===== src/rtl/multi_shift_register.sv =====
// -----------------------------------------------------------------------------
// multi_shift_register
//
// Universal N-bit shift register with a start/done handshake. The word can be
// cleared, parallel-loaded, or shifted left/right by a programmable distance,
// at most STEP bits per clock, in logical, arithmetic, rotate or serial-fill
// mode.
//
// Ports
//   clk     in   1    clock, rising edge
//   rst     in   1    asynchronous reset, active low
//   clr     in   1    synchronous clear of the word, aborts a shift in progress
//   ld      in   1    parallel load of din (idle only)
//   din     in   N    parallel load data
//   start   in   1    begin a shift of amt positions (idle only)
//   amt     in   AW   shift distance, saturates at N
//   dir     in   1    0 = right (toward bit 0), 1 = left
//   mode    in   2    00 logical, 01 arithmetic, 10 rotate, 11 serial fill
//   serIn   in   1    fill bit for serial mode, sampled on every shift cycle
//   dout    out  N    current word
//   serOut  out  1    last bit shifted out of the word
//   busy    out  1    high while a shift is in progress
//   done    out  1    one-cycle completion pulse
//
// state | meaning
// ------+---------------------------------------------------------------
// IDLE  | waiting; honours ld and start
// SHIFT | moving min(STEP, rem) bits per clock until rem reaches zero
// -----------------------------------------------------------------------------
module multi_shift_register #(
    parameter  int N    = 32,
    parameter  int STEP = 1,
    localparam int AW   = $clog2(N + 1)
) (
    input  logic          clk,
    input  logic          rst,
    input  logic          clr,
    input  logic          ld,
    input  logic [N-1:0]  din,
    input  logic          start,
    input  logic [AW-1:0] amt,
    input  logic          dir,
    input  logic [1:0]    mode,
    input  logic          serIn,
    output logic [N-1:0]  dout,
    output logic          serOut,
    output logic          busy,
    output logic          done
);

    typedef enum logic {
        IDLE  = 1'b0,
        SHIFT = 1'b1
    } state_t;

    localparam logic [1:0] MODE_LOG = 2'b00;
    localparam logic [1:0] MODE_ARI = 2'b01;
    localparam logic [1:0] MODE_ROT = 2'b10;

    state_t        state;
    logic [AW-1:0] rem;
    logic          dir_q;
    logic [1:0]    mode_q;

    logic [AW-1:0] amt_sat;
    logic [AW-1:0] k_aw;
    logic [N-1:0]  nxt_word;
    logic          nxt_ser;
    logic          out_bit;
    logic          fill;

    assign amt_sat = (amt > AW'(N)) ? AW'(N) : amt;
    assign k_aw    = (rem > AW'(STEP)) ? AW'(STEP) : rem;

    // A k-bit shift is built as k chained 1-bit shifts. This keeps every mode
    // exact: arithmetic fill keeps copying the unchanged MSB, rotate wraps
    // each expelled bit, and serOut ends up holding the last bit expelled.
    always_comb begin
        nxt_word = dout;
        nxt_ser  = serOut;
        out_bit  = 1'b0;
        fill     = 1'b0;
        for (int i = 0; i < STEP; i++) begin
            if (i < int'(k_aw)) begin
                out_bit = dir_q ? nxt_word[N-1] : nxt_word[0];
                case (mode_q)
                    MODE_LOG: fill = 1'b0;
                    MODE_ARI: fill = dir_q ? 1'b0 : nxt_word[N-1];
                    MODE_ROT: fill = out_bit;
                    default:  fill = serIn;
                endcase
                if (dir_q) begin
                    nxt_word = {nxt_word[N-2:0], fill};
                end else begin
                    nxt_word = {fill, nxt_word[N-1:1]};
                end
                nxt_ser = out_bit;
            end
        end
    end

    always_ff @(posedge clk or negedge rst) begin
        if (!rst) begin
            state  <= IDLE;
            dout   <= '0;
            serOut <= 1'b0;
            busy   <= 1'b0;
            done   <= 1'b0;
            rem    <= '0;
            dir_q  <= 1'b0;
            mode_q <= 2'b00;
        end else if (clr) begin
            state  <= IDLE;
            dout   <= '0;
            serOut <= 1'b0;
            busy   <= 1'b0;
            done   <= 1'b0;
            rem    <= '0;
        end else begin
            done <= 1'b0;
            case (state)
                IDLE: begin
                    if (ld) begin
                        dout <= din;
                    end else if (start) begin
                        dir_q  <= dir;
                        mode_q <= mode;
                        rem    <= amt_sat;
                        // Zero distance completes without ever entering SHIFT.
                        if (amt_sat == '0) begin
                            done <= 1'b1;
                        end else begin
                            state <= SHIFT;
                            busy  <= 1'b1;
                        end
                    end
                end
                SHIFT: begin
                    dout   <= nxt_word;
                    serOut <= nxt_ser;
                    rem    <= rem - k_aw;
                    if (rem == k_aw) begin
                        state <= IDLE;
                        busy  <= 1'b0;
                        done  <= 1'b1;
                    end
                end
                default: begin
                    state <= IDLE;
                    busy  <= 1'b0;
                end
            endcase
        end
    end

endmodule


===== config.mk =====
export PLATFORM = sky130hd
export DESIGN_NAME = multi_shift_register
export DESIGN_NICKNAME = d
export VERILOG_FILES = /design/src/rtl/multi_shift_register.sv
export SDC_FILE = /design/constraint.sdc
export NUM_CORES = 1
export LEC_CHECK = 0
export CORE_ASPECT_RATIO = 1.1
export CORE_MARGIN = 4
export CORE_UTILIZATION = 40
export DETAILED_ROUTE_END_ITERATION = 10
export PLACE_DENSITY_LB_ADDON = 0.1
export SLEW_MARGIN = 10
export SYNTH_ARGS = -nofsm -noshare
export SYNTH_HDL_FRONTEND = slang
export SYNTH_SLANG_ARGS = --single-unit
export TNS_END_PERCENT = 20

===== constraint.sdc =====
create_clock -name clk -period 1.7 [get_ports clk]
set_input_delay 0.34 -clock clk [delete_from_list [all_inputs] [get_ports clk]]
set_output_delay 0.34 -clock clk [all_outputs]
set_load 0.01 [all_outputs]

# Yosys cells after proc, flatten, opt, wreduce, memory -nomap -nowiden
# Index checks and enable logic that the tools add are counted.
word_totals:
  input_bits: 47
  mem_bits_rw: 0
  output_inout_bits: 35
  latchBits: 0
  mem_count: 0
  rom_bits: 0
  regBits: 45
  wordCells: 68
classes:
  n_reduce_logical: 9
  shifts: 0
  div_mod_pow: 0
  add_sub_neg: 1
  bitwise_logic: 3
  n_mul: 0
  eq_ne: 9
  n_mux: 35
  magnitude_cmp: 3
ops:
  columns: ["cell", "count"]
  rows:
  - ["32-bit two-way mux", 4]
  - ["32-bit case mux with 2 select lines", 1]
  - ["6-bit two-way mux", 5]
  - ["1-bit two-way mux", 20]
  - ["3-bit != test (second input constant)", 4]
  - ["6-bit case mux with 2 select lines", 1]
  - ["4-bit AND reduction", 2]
  - ["6-bit equality test", 1]
  - ["6-bit by 1-bit > comparator with 1-bit output (second input constant)", 1]
  - ["6-bit > comparator (second input constant)", 1]
  - ["6-bit logical NOT", 1]
  - ["1-bit by 6-bit < comparator with 1-bit output (first input constant)", 1]
  - ["3-bit by 2-bit != test with 1-bit output (second input constant)", 2]
  - ["1-bit case mux with 2 select lines", 3]
  - ["2-bit AND reduction", 3]
  - ["6-bit subtractor", 1]
  - ["2-bit nonzero test", 2]
  - ["1-bit NOT", 3]
  - ["1-bit case mux with 3 select lines", 1]
  - ["2-bit by 1-bit equality test with 1-bit output (second input constant)", 1]
  - ["2-bit equality test (second input constant)", 1]
  - ["2-bit logical NOT", 1]

# Logic depth before layout (Yosys ltp)
# Gate-level depths: netlist of the first run.
logic_depth:
  word_depth: 8
  ltp_mapped: 9
  depth_no_buf: 9

# Least setup slack after synthesis of the first run
# No wires, ideal clock.
synth_path:
  path_kind: "register to register"
  startpoint: "register rem[2]"
  endpoint: "register rem[1]"
  path_stages_with_launch: 7
  slack_ns: 0.053
  synth_period_minus_slack_ns: 1.647
  arrival_time_ns: 1.516
  t_required_ns: 1.570
  path_cell_list: "dfrtp_1 > nor2_1 > and3_4 > or2_2 > ha_1 > a221oi_1 > a21oi_1"
synth_between:
  elab_chain_len: 5
synth_rtl:
  columns: ["item", "line_no", "rtl"]
  rows:
  - ["start: declaration", "61", "logic [AW-1:0] rem;"]
  - ["start signal: assignment", "128", "rem <= amt_sat;"]
  - ["start signal: assignment", "141", "rem <= rem - k_aw;"]
  - ["6-bit by 1-bit > comparator with 1-bit output", "73", "assign k_aw = (rem > AW'(STEP)) ? AW'(STEP) : rem;"]
  - ["6-bit two-way mux", "73", null]
  - ["6-bit subtractor", "141", null]
  - ["6-bit case mux with 2 select lines", "121", "case (state)"]
  - ["6-bit two-way mux", "112", "end else if (clr) begin"]
# Every way passes these cells.
# A chain may end at the register's enable or synchronous reset.

# Final worst setup path of the first run
layout_path:
  startpoint: "register dout[21]"
  endpoint: "output dout[21]"
layout_lines:
  columns: ["item", "line_no", "rtl"]
  rows:
  - ["start: declaration", "45", "output logic [N-1:0] dout,"]
  - ["start signal: assignment", "124", "dout <= din;"]
  - ["start signal: assignment", "139", "dout <= nxt_word;"]
# No word-level cell between the ends.

==> impl_metrics.tcl, run 1 <==
set metrics [dict create \
    outcome "finished clean" \
    globalRouteOverflowTotal 0 \
    drc 0 \
    tightest_slew_ns 0.386 \
    num_vias 2510 \
    hold_buffers 0 \
    slew_headroom 0.743 \
    worst_ir_drop_vdd_v 0.000385 \
    setup.worst_path.class "reg2out" \
    antenna_cells 0 \
    routed_wirelength_um 7330 \
    crit_slowest_cell "clkdlybuf4s50_1" \
    powerDensity_nw_per_um2 818 \
    fin_crit_ns 1.65 \
    insertion_delay_ns 0.29 \
    grt_max_degree 46 \
    yosys.area_share.simple 0.159 \
    avgRoutedWirePerCell_um 15.3 \
    cp-end-kind "primary output" \
    layout-drive-gt1-share 0.211 \
    synth_xor_area_frac 0.00306 \
    synth_flop_cell "dfrtp_1" \
    numPortBuffers 81 \
    synth_top_family_by_area "compound AO/OA/AOI/OAI gates" \
    synth_edf_count 0 \
    regArea_um2 1130 \
    syn_nets 351 \
    cpPeakStageDelay_ns 0.57 \
    rsz0062_at_grt "yes" \
    synthToLayoutAreaGrowth_pct 38.8 \
    hold_viol 0 \
    die-area_um2 8590 \
    synth_warnings 0 \
    tritoncts "built" \
    synth_compound_area_frac 0.242 \
    cp_data_required_time_ns 1.36 \
    design_area_um2 3980 \
    final_common_cell "clkdlybuf4s50_1" \
    cts.sinks 45 \
    drtIter0Drc 116 \
    multi_input_area_um2 1600 \
    fillers 628 \
    htree_num_levels 2 \
    die_h_um 96.8 \
    synth_area_um2 2870 \
    cts_buffers 5 \
    synth-seq-cells 45 \
    core-area_um2 7010 \
    final-max-slew-violation-count 0 \
    final_util 0.568 \
    vias_per_cell 5.25 \
    path_delay_family "buffers and inverters" \
    initial_core_util 0.409 \
    cts_buffer_depth 2 \
    stdcell_count 478 \
    dr.pass1.iters 4 \
    place_congestion 0.807 \
    placedCellCount 470 \
    grt_pass1_vias 2331 \
    ios 82 \
    hold_class "in2async" \
    dpl_cell_area_um2 3860 \
    yosysSeqAreaShare 0.393 \
    clkTransAtPathRegs_ns 0.08 \
    antenna_found_initial 0 \
    fp.dieW_um 88.7 \
    arrival_ns 1.31 \
    synth_cells 302 \
    max_cap_violations 0 \
    yosysUniqueCellTypes 43 \
    leakagePower_nw 1.65 \
    period_share 0.973 \
    whs_ns 0.0120 \
    cp_max_fo 4 \
    dp_hpwl_um 5360 \
    crit_path_start_kind "flop" \
    setup_viol_count_final 0 \
    synth_mux_area_frac 0.134 \
    worstPathCellList "clkdlybuf4s50_1" \
    grt_usage 0.172 \
    layout.nets 442 \
    async_flop_share 1.00 \
    crit_buf_inv 1 \
    placementRows 32 \
    skew_ns 0.00615 \
    layout_common_cells "clkdlybuf4s50_1 (79), nand2_1 (71), dfrtp_1 (41)" \
    grt_pass1_wl_um 11900 \
    avgSynthCellArea_um2 9.49 \
    fmax_ghz 0.604 \
    synth_adder_area_share 0.00873 \
    cts_root_buf "clkbuf_8" \
    detail-route-antenna-nets 0 \
]
[per-stage QoR]
stage	worst slack (ns)	total power, W	setup TNS [ns]
floorplan	0.0534	0.00207	0
global placement	-0.0476	0.00259	-0.145
detailed placement	-0.0846	0.00260	-0.263
CTS	0.00130	0.00328	0
global route	-0.00931	0.00347	-0.00931
finish	0.0457	0.00326	0
[cell usage after synthesis (4+ instances only)]
cell type / instances / share of area
o21ai_0: 34 / 0.059
nor2_1: 8 / 0.010
buf_6: 4 / 0.016
nand2_1: 71 / 0.093
inv_1: 5 / 0.0065
clkbuf_1: 7 / 0.0092
buf_4: 7 / 0.018
a21oi_1: 5 / 0.0087
mux2_2: 4 / 0.016
o31ai_2: 29 / 0.13
dfrtp_1: 45 / 0.39
buf_2: 4 / 0.0070
mux2i_1: 34 / 0.12
[kinds of logic after synthesis]
group,after synthesis
xor+xnor,1
buf+inv,29
flops,45
fa+ha+maj,2
simple gates,102
mux,38
compound gates,85
[power by group]
group          internal [W]  switching (W)  leakage (nW)
registers           0.00120       0.000144         0.578
logic              0.000662       0.000575          1.03
clock network      0.000323       0.000350        0.0443
total               0.00219        0.00107          1.65
[layout make-up]
| class | count | area share |
|---|---|---|
| Inverter | 5 | 0.00472 |
| Sequential cell | 45 | 0.284 |
| Tap cell | 85 | 0.0267 |
| Multi-Input combinational cell | 228 | 0.401 |
| Clock buffer | 7 | 0.0217 |
| Timing Repair Buffer | 108 | 0.262 |
[registers in the layout, summed over array words and instances, names as in the netlist]
signal	flops
rem	6
done	1
serOut	1
state	1
mode_q	2
busy	1
dout	32
dir_q	1
[routing by layer]
metal | track usage | vias to the layer above | routed length (um)
met4 | 0.0384 | 0 | 68
met1 | 0.246 | 1181 | 3430
met3 | 0.0307 | 7 | 407
met2 | 0.270 | 63 | 3430
met5 | 0 | - | 0
li1 | - | 1259 | -
[worst paths after layout]
check                           endpoint  cells after the start  startpoint  slack, ns
worst min register to register   dout[5]                      2     dout[5]       0.55
worst max register to register    rem[5]                      5      rem[3]       0.06
worst min-delay path            dout[26]                      2         rst       0.01
min in group clk                  rem[2]                      3         clr       0.48
worst max-delay path            dout[21]                      1    dout[21]       0.05
max in group asynchronous          state                      2         rst       1.46
[what timing repair did]
item                                    CTS  global route
resized for setup                         0             7
buffers inserted                          0             1
hold endpoints to repair                  0             0
endpoints found under the setup margin    0            12
(Power assumes the default switching activity.)
==> run 2: changes to the inputs <==
--- a/config.mk
+++ b/config.mk
@@ -8,6 +8,7 @@
 export CORE_ASPECT_RATIO = 1.1
 export CORE_MARGIN = 4
 export CORE_UTILIZATION = 40
+export CTS_CLUSTER_SIZE = 28
 export DETAILED_ROUTE_END_ITERATION = 10
 export PLACE_DENSITY_LB_ADDON = 0.1
 export SLEW_MARGIN = 10
==> results of run 2 <==
The final DEF is identical to that of run 1; final timing and power are the same.
==> run 3: changes to the inputs <==
--- a/config.mk
+++ b/config.mk
@@ -6,7 +6,6 @@
 export NUM_CORES = 1
 export LEC_CHECK = 0
 export CORE_ASPECT_RATIO = 1.1
-export CORE_MARGIN = 4
 export CORE_UTILIZATION = 40
 export CTS_CLUSTER_SIZE = 28
 export DETAILED_ROUTE_END_ITERATION = 10
==> run 3 against run 2 <==
Compared with the run above: non-clock buffer count up 2; highest routed layer unchanged; hold slack better by 0.39 ns; utilization up 1.2 points; global-route usage grew 3.5 points; worst setup slack gained 0.0021 ns; die area decreased by 13%; critical path type unchanged; wire length decreased by 1.9%; cell area rose by 1.4%; sequential power hardly changed.
==> impl_metrics.tcl, run 3 (synthesized netlist as in run 1, its figures left out) <==
set metrics [dict create \
    fmax_ghz 0.605 \
    worstHoldStart "clr" \
    gr-max-usage-layer "met2" \
    skew_ns 0.00867 \
    antenna_found_initial 0 \
    cp-end-kind "primary output" \
    dpl_cell_area_um2 3900 \
    globalRouteOverflowTotal 0 \
    num_vias 2558 \
    place_congestion 0.897 \
    slew_headroom 0.654 \
    final_common_cell "clkdlybuf4s50_1" \
    layout_common_cells "clkdlybuf4s50_1 (78), nand2_1 (71), dfrtp_1 (42)" \
    initial_core_util 0.411 \
    arrival_ns 1.31 \
    avgRoutedWirePerCell_um 15.0 \
    reg.largest.list "dout x32, rem x6, mode_q x2" \
    cts_buffers 5 \
    crit_path_start_kind "flop" \
    min_to "rem[5]" \
    routed_wirelength_um 7200 \
    cts_buffer_depth 2 \
    die_h_um 90.8 \
    grt.met1_usage 0.294 \
    cp_max_fo 4 \
    synthToLayoutAreaGrowth_pct 40.9 \
    crit_slowest_cell "clkdlybuf4s50_1" \
    rsz0062_at_grt "no" \
    clkTransAtPathRegs_ns 0.09 \
    met3_usage 0.0313 \
    antenna_cells 0 \
    dp_hpwl_um 5300 \
    fin_crit_ns 1.65 \
    setup.worst_path.class "reg2out" \
    core-area_um2 6970 \
    grt_pass1_wl_um 12100 \
    grt_usage 0.208 \
    setup_viol_count_final 0 \
    path_delay_family "buffers and inverters" \
    design_area_um2 4040 \
    insertion_delay_ns 0.30 \
    cts_root_buf "clkbuf_8" \
    cp_data_required_time_ns 1.36 \
    hold_viol 0 \
    numPortBuffers 81 \
    final_util 0.580 \
    leakagePower_nw 1.68 \
    met2_usage 0.329 \
    ios 82 \
    period_share 0.972 \
    grt_max_degree 36 \
    outcome "finished clean" \
    placedCellCount 471 \
    placementRows 32 \
    stdcell_count 481 \
    fp.dieW_um 82.7 \
    htree_num_levels 2 \
    vias_per_cell 5.32 \
    largest_reg_flops 32 \
    regToRegSetupSlack_ns 0.10 \
    max_cap_violations 0 \
    layout-drive-gt1-share 0.217 \
    cpPeakStageDelay_ns 0.58 \
    reg2reg_depth 5 \
    crit_buf_inv 1 \
    tightest_slew_ns 0.518 \
    worst_ir_drop_vdd_v 0.000402 \
    die-area_um2 7510 \
    whs_path_depth 3 \
    drtIter0Drc 99 \
    powerDensity_nw_per_um2 821 \
    grt_pass1_vias 2475 \
    cts.sinks 45 \
    worstPathCellList "clkdlybuf4s50_1" \
    layout.nets 444 \
    final-max-slew-violation-count 0 \
    hold_class "in2reg" \
    drc 0 \
    reg2reg_to "rem[5]" \
    r2r-start "rem[3]" \
    top_register "dout" \
    dr.pass1.iters 4 \
    detail-route-antenna-nets 0 \
    tritoncts "built" \
]
-- run 3: how the worst max path moves through the flow --
stage             start        end  cells after the start
2_1_floorplan    rem[2]     rem[1]                      6
3_3_place_gp         ld      dir_q                      4
3_5_place_dp         ld  mode_q[1]                      4
4_1_cts         dout[0]    dout[0]                      1
5_1_grt          rem[4]     rem[2]                      9
6_report       dout[21]   dout[21]                      1
-- run 3: power breakdown --
part           switching, W  leakage (nW)  total [W]  internal, W
registers          0.000167         0.580    0.00137      0.00120
clock network      0.000397        0.0364   0.000686     0.000289
logic              0.000561          1.06    0.00126     0.000698
-- run 3: per-stage QoR --
| step | setup TNS (ns) | setup slack (ns) | power, W | hold slack, ns |
|---|---|---|---|---|
| floorplan | 0 | 0.0534 | 0.00207 | 0.0444 |
| global placement | -0.639 | -0.0568 | 0.00262 | 0.293 |
| global route | 0 | 0.00288 | 0.00352 | 0.413 |
| CTS | 0 | 0.0172 | 0.00333 | 0.401 |
| detailed placement | -1.69 | -0.149 | 0.00264 | 0.296 |
| finish | 0 | 0.0477 | 0.00331 | 0.406 |
-- run 3: area by class of cell --
cell class | count | area [um^2]
sequential | 45 | 1130
multi-input combinational | 228 | 1590
timing repair buffer | 110 | 1100
tap | 85 | 106
inverter | 5 | 18.8
clock buffer | 5 | 68.8
clock inverter | 3 | 22.5
fill | 673 | 2930
-- run 3: worst register-to-register path: cells and delay by family, from the launching register on --
kind	cells	cell delay, ns
compound gates	3	0.37
simple gates	1	0.56
flops	1	0.40
buf+inv	1	0.16
-- run 3: what timing repair did --
| action | in CTS | in global routing |
|---|---|---|
| setup buffers | 0 | 1 |
| resized for setup | 0 | 7 |
| endpoints found under the setup margin | 0 | 13 |
| endpoints found under the hold margin | 15 | 0 |
| hold buffers | 1 | 0 |
-- run 3: layer usage --
layer  share of wire  wire length [um]
met4          0.0095                68
met2            0.47              3380
met3           0.047               338
met5               0                 0
met1            0.47              3410
